`src/rtl/maddness_pkg.sv`:
```
// Shared definitions for the MADDNESS coefficient memory: sizing, section offsets
// and the loader FSM state encoding.
package maddness_pkg;

    typedef enum logic [1:0] {
        ST_IDLE  = 2'd0,
        ST_LOAD  = 2'd1,
        ST_CHECK = 2'd2,
        ST_DONE  = 2'd3
    } state_t;

    function automatic int clog2(input int value);
        int r;
        r = 0;
        while ((1 << r) < value) begin
            r = r + 1;
        end
        return r;
    endfunction

    function automatic int memsize_f(input int layers, input int trees, input int output_len);
        return layers * trees + ((1 << layers) - 1) * trees + trees * output_len * (1 << layers);
    endfunction

    // Section base addresses, used by hosts to pick cfg_base for partial loads.
    function automatic int idx_offset();
        return 0;
    endfunction

    function automatic int val_offset(input int layers, input int trees);
        return layers * trees;
    endfunction

    function automatic int res_offset(input int layers, input int trees);
        return layers * trees + ((1 << layers) - 1) * trees;
    endfunction

endpackage

```
`src/rtl/maddness_loader.sv`:
```
// Streams words from the host link into the MADDNESS coefficient memory at
// base+k, then compares a trailing checksum word against the running sum.
module maddness_loader
    import maddness_pkg::*;
#(
    parameter int layers     = 4,
    parameter int trees      = 4,
    parameter int output_len = 8,
    parameter int bits       = 8,
    localparam int memsize   = memsize_f(layers, trees, output_len),
    localparam int addr_len  = clog2(memsize)
) (
    input  logic                clk,
    input  logic                rst_n,
    input  logic                start,
    input  logic [addr_len-1:0] cfg_base,
    input  logic [addr_len:0]   cfg_len,
    input  logic [bits-1:0]     s_data,
    input  logic                s_valid,
    output logic                s_ready,
    output logic [bits-1:0]     in_num,
    output logic [addr_len-1:0] in_addr,
    output logic                write,
    output logic                busy,
    output logic                done,
    output logic                err
);

    // Handshake: a stream word transfers on a rising edge where s_valid and
    // s_ready are both high; s_ready depends only on the FSM state.

    state_t              state;
    logic [addr_len-1:0] base;
    logic [addr_len:0]   len;
    logic [addr_len:0]   k;
    logic [bits-1:0]     sum;

    logic [addr_len:0]   eff_len;
    logic [addr_len+1:0] end_addr;
    logic                range_bad;

    // One extra bit beyond addr_len+1 so an oversized cfg_len cannot wrap.
    assign eff_len   = (cfg_len == '0) ? (addr_len+1)'(memsize) : cfg_len;
    assign end_addr  = {2'b00, cfg_base} + {1'b0, eff_len};
    assign range_bad = end_addr > (addr_len+2)'(memsize);

    assign s_ready = (state == ST_LOAD) || (state == ST_CHECK);
    assign busy    = (state == ST_LOAD) || (state == ST_CHECK);
    assign done    = (state == ST_DONE);

    always_ff @(posedge clk or negedge rst_n) begin
        if (!rst_n) begin
            state   <= ST_IDLE;
            base    <= '0;
            len     <= '0;
            k       <= '0;
            sum     <= '0;
            in_num  <= '0;
            in_addr <= '0;
            write   <= 1'b0;
            err     <= 1'b0;
        end else begin
            write <= 1'b0;
            case (state)
                ST_IDLE: begin
                    if (start) begin
                        base  <= cfg_base;
                        len   <= eff_len;
                        k     <= '0;
                        sum   <= '0;
                        err   <= range_bad;
                        state <= range_bad ? ST_DONE : ST_LOAD;
                    end
                end
                ST_LOAD: begin
                    if (s_valid) begin
                        in_num  <= s_data;
                        in_addr <= base + k[addr_len-1:0];
                        write   <= 1'b1;
                        sum     <= sum + s_data;
                        k       <= k + 1'b1;
                        if (k == len - 1'b1) begin
                            state <= ST_CHECK;
                        end
                    end
                end
                ST_CHECK: begin
                    if (s_valid) begin
                        if (s_data != sum) begin
                            err <= 1'b1;
                        end
                        state <= ST_DONE;
                    end
                end
                ST_DONE: begin
                    state <= ST_IDLE;
                end
                default: begin
                    state <= ST_IDLE;
                end
            endcase
        end
    end

endmodule

```
`config.mk`:
```
export PLATFORM = sky130hd
export DESIGN_NAME = maddness_loader
export DESIGN_NICKNAME = d
export VERILOG_FILES = /design/src/rtl/maddness_pkg.sv /design/src/rtl/maddness_loader.sv
export SDC_FILE = /design/constraint.sdc
export NUM_CORES = 1
export LEC_CHECK = 0
export BUFFER_PORTS_ARGS = -buffer_cell sky130_fd_sc_hd__buf_2
export CORE_MARGIN = 1
export CORE_UTILIZATION = 25
export CTS_CLUSTER_SIZE = 40
export DETAILED_ROUTE_END_ITERATION = 6
export GPL_ROUTABILITY_DRIVEN = 0
export PLACE_DENSITY = 0.55
export SYNTH_ARGS = -nofsm -noshare
export SYNTH_HDL_FRONTEND = slang
export SYNTH_SLANG_ARGS = --single-unit
```
`constraint.sdc`:
```
create_clock -name clk -period 2.2 [get_ports clk]
set_input_delay 0.22 -clock clk [delete_from_list [all_inputs] [get_ports clk]]
set_output_delay 0.22 -clock clk [all_outputs]
set_load 0.1 [all_outputs]
```
==> results.ini, run 1 <==
[floorplan]
die_height_um=130.7
io-pin-count=56
rows=46
dieArea_mm2=0.01709
core_area_mm2=0.01606
die_x_um=130.7
start_util_pct=25.81

[final_layout]
final_cell_mix=buf_4 (78), dfrtp_1 (62), buf_2 (52)
num-nets-final=604
diodes=0
layout-drive-gt1-share_pct=40.56
final_common_cell=buf_4
final_util_pct=35.90
final_cells=756
area_delta_synth_final_pct=39.10

[cts]
cts_htree_levels=3
cts_buffer_depth=2
clk_pin_slew_ns=0.05
insertion_delay_ns=0.33
cts.root.buffer_cell=clkbuf_16
cts.sinks=62
cts_tree=yes
cts-buffers-inserted=9

[logic_synthesis]
synth_area_mm2=0.004144
ys_ff_latch=62
yosysSeqAreaShare_pct=37.44
ys_async_sr_fraction_pct=100.0
yosysWarnings=0
synth.net_count=475
synthFlopType=dfrtp_1
synth_cell_types=63
synth_edf_count=0
synth_cells=406
syn_avg_cell_area_um2=10.21

[placed_design]
dp_cells=726
dp_hpwl_um=8595
dp_slack_ns=-0.4590
port_buffers=55

[route]
dr.pass1.iters=4
wire_per_inst_um=14.21
drtAntennaViolNets=0
vias=3470
viasPerCell=4.590
drc=0
drt_wl_total_um=10740
dr.first_iter.drc_count=119

[power_and_ir_drop]
irDropWorstVdd_uv=754.6
p_leak_nw=2.721
p_per_area_mw_per_mm2=1459
power_w=0.008408

[timing]
fmaxAchievable_mhz=431.1
slew_headroom_pct=66.94
hold_slack_ns=0.1470
setup_viol=3
maxSlewViolCount=0
grt_setup_unrepaired=true
setup_ws_ns=-0.1197
worst_pin_slew_ns=0.4993
period_share_pct=105.4
period_needed_ns=2.320
fin_skew_ns=0.006054
finalHoldViolCount=0

[grt]
grt_max_degree=44
antenna_found_initial=0
track_usage_pct=13.89
grt_remaining_overflow=0
grt_pass1_vias=3595
grt_pass1_wl_um=18020

[run_status]
status=finished with violations
violations=negative setup slack

[worst_setup_path]
cp_slowest_cell=or4_4
crit_arrival_ns=2.52
cpPeakStageDelay_ns=0.54
crit_chain=or4_4 -> or2_4 -> o311ai_4 -> nand3_2 -> o32ai_4 -> nor3b_2 -> a211oi_2
crit_path_max_fanout=4
critPathRequiredTime_ns=2.40
critical_path.endpoint_type=flip-flop
start_kind=flip-flop
worst-setup-path-type=flip-flop to flip-flop

[worst_hold_path]
hp-class=input port to flip-flop

[flow_run]
drv_cap=0

critical path, delay by kind of cell (launching register included):
kind             cells  cell delay, ns
AO/OA/AOI/OAI        3            0.62
flip-flops           1            0.41
AND/OR/NAND/NOR      4            1.17
flip-flops by register name (all words and copies together), names as in the netlist:
register	count
k	11
in_num	8
err	1
len	11
sum	8
base	10
state	2
in_addr	10
write	1
metal layers:
metal	global-route usage, %	wire length (um)	vias to the layer above
met2	21.76	4888	65
li1	-	-	1727
met3	2.932	390	18
met5	0	0	-
met1	18.57	5219	1660
met4	5.680	246	0
timing repair:
item	in CTS	in global routing
setup endpoints to repair	7	13
hold buffers	1	0
pin swaps	17	8
hold endpoints to repair	19	0
buffers inserted	11	2
gates resized for setup	21	13
layout make-up:
type                       count  area, um2
fill                        1588      10290
multi-input combinational    309       2619
tap                          216      270.3
inverter                      17      63.81
clock buffer                  13      270.3
timing repair buffer         136      924.6
clock inverter                 3      65.06
sequential                    62       1551
report_power, final:
part	switching, W	leakage (nW)	total [W]	internal, W
logic	0.00307	1.78	0.00484	0.00177
clock network	0.000493	0.166	0.00158	0.00108
registers	0.000387	0.776	0.00200	0.00161
total	0.00395	2.72	0.00841	0.00446
cell families (layout without fill, tap and decap cells):
group                      after synthesis  in the layout  share of synthesized area, %
buffers and inverters                   35            169                         3.261
adders and majority gates               36             36                         11.41
AOI/OAI and AO/OA                       84             84                         15.04
and+or+nand+nor                        118            118                         15.70
xor gates and xnor gates                40             40                         8.786
muxes                                   31             31                         8.363
DFF                                     62             62                         37.44
worst paths after layout:
| kind | slack [ns] | start | endpoint | cells after the start |
|---|---|---|---|---|
| max | -0.12 | len[1] | state[1] | 7 |
| min | 0.15 | s_data[3] | in_num[3] | 2 |
| max reg2reg | -0.12 | len[1] | state[1] | 7 |
| min reg2reg | 0.47 | in_addr[5] | in_addr[5] | 2 |
| max in group asynchronous | 1.21 | rst_n | sum[0] | 3 |
| min in group asynchronous | 0.38 | rst_n | in_addr[6] | 2 |
cells in the mapped netlist (2+ instances only):
master	n	area share, %
xnor2_1	15	3.2
a21o_1	7	1.3
a211o_1	3	0.63
o21bai_1	4	0.72
and3_1	4	0.60
o31ai_1	3	0.54
mux2_2	29	7.9
clkbuf_1	16	1.4
o211a_1	2	0.48
nand3_1	9	1.1
dfrtp_1	62	37
nand2b_1	9	1.4
nor4_1	5	0.75
a31oi_1	3	0.45
nor4b_1	2	0.42
nor2b_1	4	0.60
a22o_1	7	1.5
o2111ai_1	2	0.42
mux2i_1	2	0.48
nand4b_1	3	0.63
nand3b_1	2	0.36
nor3_1	4	0.48
or3_1	2	0.30
xor2_1	24	5.1
o21ai_0	20	2.4
inv_1	17	1.5
nor3b_1	4	0.72
o22ai_1	2	0.30
or2_2	2	0.30
fa_1	3	1.4
a21oi_1	13	1.6
nand2_1	25	2.3
o21a_1	5	0.91
nand4_1	6	0.91
nor2_1	26	2.4
ha_1	33	10
stage by stage:
| step | TNS (ns) | cell area (um2) |
|---|---|---|
| 5_1_grt | -0.5889 | 5764 |
| 2_1_floorplan | -0.1085 | 4198 |
| 3_5_place_dp | -1.425 | 5187 |
| 4_1_cts | -0.2019 | 5702 |
| 6_report | -0.1793 | 5764 |
| 3_3_place_gp | -1.044 | 5187 |
No activity file was read; power rests on OpenSTA's default activity.
==> inputs of run 2 (changes only) <==
BUFFER_PORTS_ARGS = default   (was -buffer_cell sky130_fd_sc_hd__buf_2)
CORE_UTILIZATION = 32   (was 25)
DONT_BUFFER_PORTS = 1   (was default)
PLACE_DENSITY = 0.59   (was 0.55)
==> run 2 against run 1 <==
Compared with the run above: the flow still finishes with violations (negative setup slack); clock skew is 0.0014 ns lower; global-route usage is 1.8 points higher; sequential cell count is the same; setup slack worse by 0.071 ns; critical path depth up 2; clock power is 23% lower; maximum frequency fell by 3.0%; count of clock-buffer cells in the layout stayed put.
==> results.ini, run 2 (same netlist as run 1, synthesis figures left out) <==
[worst_setup_path]
cp.buffers_inverters=2  ; +2
worst-setup-path-type=flip-flop to flip-flop
crit_top_cell=buf_4
crit_arrival_ns=2.63  ; +0.11 ns
cpPeakStageDelay_ns=0.50  ; -0.04 ns
cp_top_family=simple AND/OR/NAND/NOR gates
critical_path.endpoint_type=flip-flop
start_kind=flip-flop
crit_chain=buf_4 -> or4_4 -> or2_4 -> o311ai_4 -> nand3_2 -> o32ai_4 -> buf_4 -> nor2_1 -> a211oi_2
crit_path_max_fanout=3  ; -1
cp_slowest_cell=or4_4
critPathRequiredTime_ns=2.44  ; +0.04 ns

[floorplan]
core_area_mm2=0.01262  ; -21%
start_util_pct=32.84  ; +7.0 points
dieArea_mm2=0.01341  ; -22%
die_x_um=115.8  ; -11%
io-pin-count=56  ; unchanged
rows=41  ; -11%
die_height_um=115.8  ; -11%

[cts]
cts-buffers-inserted=9  ; unchanged
cts_buffer_depth=2  ; unchanged
clk_pin_slew_ns=0.05  ; about the same
insertion_delay_ns=0.32  ; about the same
cts.root.buffer_cell=clkbuf_16
cts.sinks=62  ; unchanged
cts_htree_levels=3  ; unchanged
cts_tree=yes

[final_layout]
reg_top3=k x11, len x11
diodes=0  ; unchanged
fillers=1268  ; -20%
final_cells=643  ; -15%
final_common_cell=buf_4
layout-drive-gt1-share_pct=32.27  ; -8.3 points
final_cell_mix=buf_4 (66), dfrtp_1 (62), mux2_2 (29)
area_delta_synth_final_pct=26.60
num-nets-final=536  ; -11%

[worst_hold_path]
hp-class=input port to flip-flop

[grt]
track_usage_pct=15.65  ; +1.8 points
grt_pass1_wl_um=15970  ; -11%
grt_remaining_overflow=0  ; unchanged
grt_max_degree=63  ; +43%
antenna_found_initial=0  ; unchanged
grt_pass1_vias=3275  ; -8.9%

[route]
viasPerCell=4.995  ; +8.8%
drc=0  ; unchanged
dr.first_iter.drc_count=145  ; +22%
wire_per_inst_um=15.38  ; +8.2%
drt_wl_total_um=9887  ; -8.0%
vias=3212  ; -7.4%
dr.pass1.iters=4  ; unchanged
drtAntennaViolNets=0  ; unchanged

[timing]
final.setup.tns_ns=-0.3148  ; -0.1354 ns
worst_pin_slew_ns=0.9078  ; +0.4085 ns
period_share_pct=108.7  ; +3.2 points
grt_setup_unrepaired=true
period_needed_ns=2.390  ; +0.07078 ns
setup_ws_ns=-0.1905  ; -0.07078 ns
maxSlewViolCount=0  ; unchanged
fin_skew_ns=0.004703  ; -0.001351 ns
hold_slack_ns=0.04241  ; -0.1046 ns
setup_viol=2  ; -1
slew_headroom_pct=39.48  ; -27 points
finalHoldViolCount=0  ; unchanged
fmaxAchievable_mhz=418.3  ; -3.0%

[power_and_ir_drop]
p_leak_nw=2.397  ; -12%
irDropWorstVdd_uv=539.3  ; -29%
power_w=0.007856  ; -6.6%
p_per_area_mw_per_mm2=1497  ; +2.7%

[placed_design]
dp_cells=623  ; -14%
dp_hpwl_um=7710  ; -10%
port_buffers=0  ; -100%

[run_status]
status=finished with violations
violations=negative setup slack

[flow_run]
drv_cap=0  ; unchanged

-- run 2: cell count changes in the layout (fill, tap and decap cells not counted), moves of 2 or more --
cell       change
nand2b_1       -2
nand2b_4       +2
clkbuf_8       -3
buf_4         -12
buf_2         -52
a21oi_2        +2
clkbuf_1       +3
o21ai_1        -2
buf_6          -3
o21ai_0        +2
a21oi_1        -2
bufinv_16      -2
-- run 2: metal layers --
layer,GRT usage (%),vias up,part of all wire [%]
li1,-,1589,-
met1,20.67,1551,47
met2,24.76,57,47
met3,3.347,15,4.5
met4,6.667,0,1.9
met5,0,-,0
-- run 2: final timing paths --
kind,endpoint,from,slack (ns),cells past startpoint
max in group asynchronous,state[1],rst_n,1.50,2
min,in_num[4],s_data[4],0.04,1
max reg2reg,state[1],len[0],-0.19,9
min reg2reg,sum[2],sum[2],0.49,2
min in group asynchronous,in_num[3],rst_n,0.42,2
max,state[1],len[0],-0.19,9
-- run 2: cell type report --
cell class                 count  area (um2)  area share (%)
inverter                      17       63.81           1.216
clock inverter                 2       10.01          0.1908
multi-input combinational    309        2633           50.18
sequential                    62        1551           29.57
tap                          172       215.2           4.102
clock buffer                  13       240.2           4.579
timing repair buffer          68       533.0           10.16
-- run 2: per-stage QoR --
stage | util, % | setup WS [ns] | cell area (um2)
6_report | 41.57 | -0.1905 | 5246
5_1_grt | 41.57 | -0.3130 | 5246
4_1_cts | 40.62 | -0.1828 | 5126
3_5_place_dp | 38.17 | -0.3867 | 4817
3_3_place_gp | 38.17 | -0.2765 | 4817
2_1_floorplan | - | -0.05949 | 4198
-- run 2: what timing repair did --
item	CTS	global route
endpoints found under the hold margin	62	0
buffers inserted	1	2
setup endpoints to repair	7	13
hold buffers	2	0
resized for setup	5	23
pin swaps	3	13
-- run 2: power breakdown --
part / internal [W] / leakage, nW / switching (W)
logic: 0.00168 / 1.50 / 0.00237
registers: 0.00159 / 0.776 / 0.00100
clock network: 0.000751 / 0.123 / 0.000464
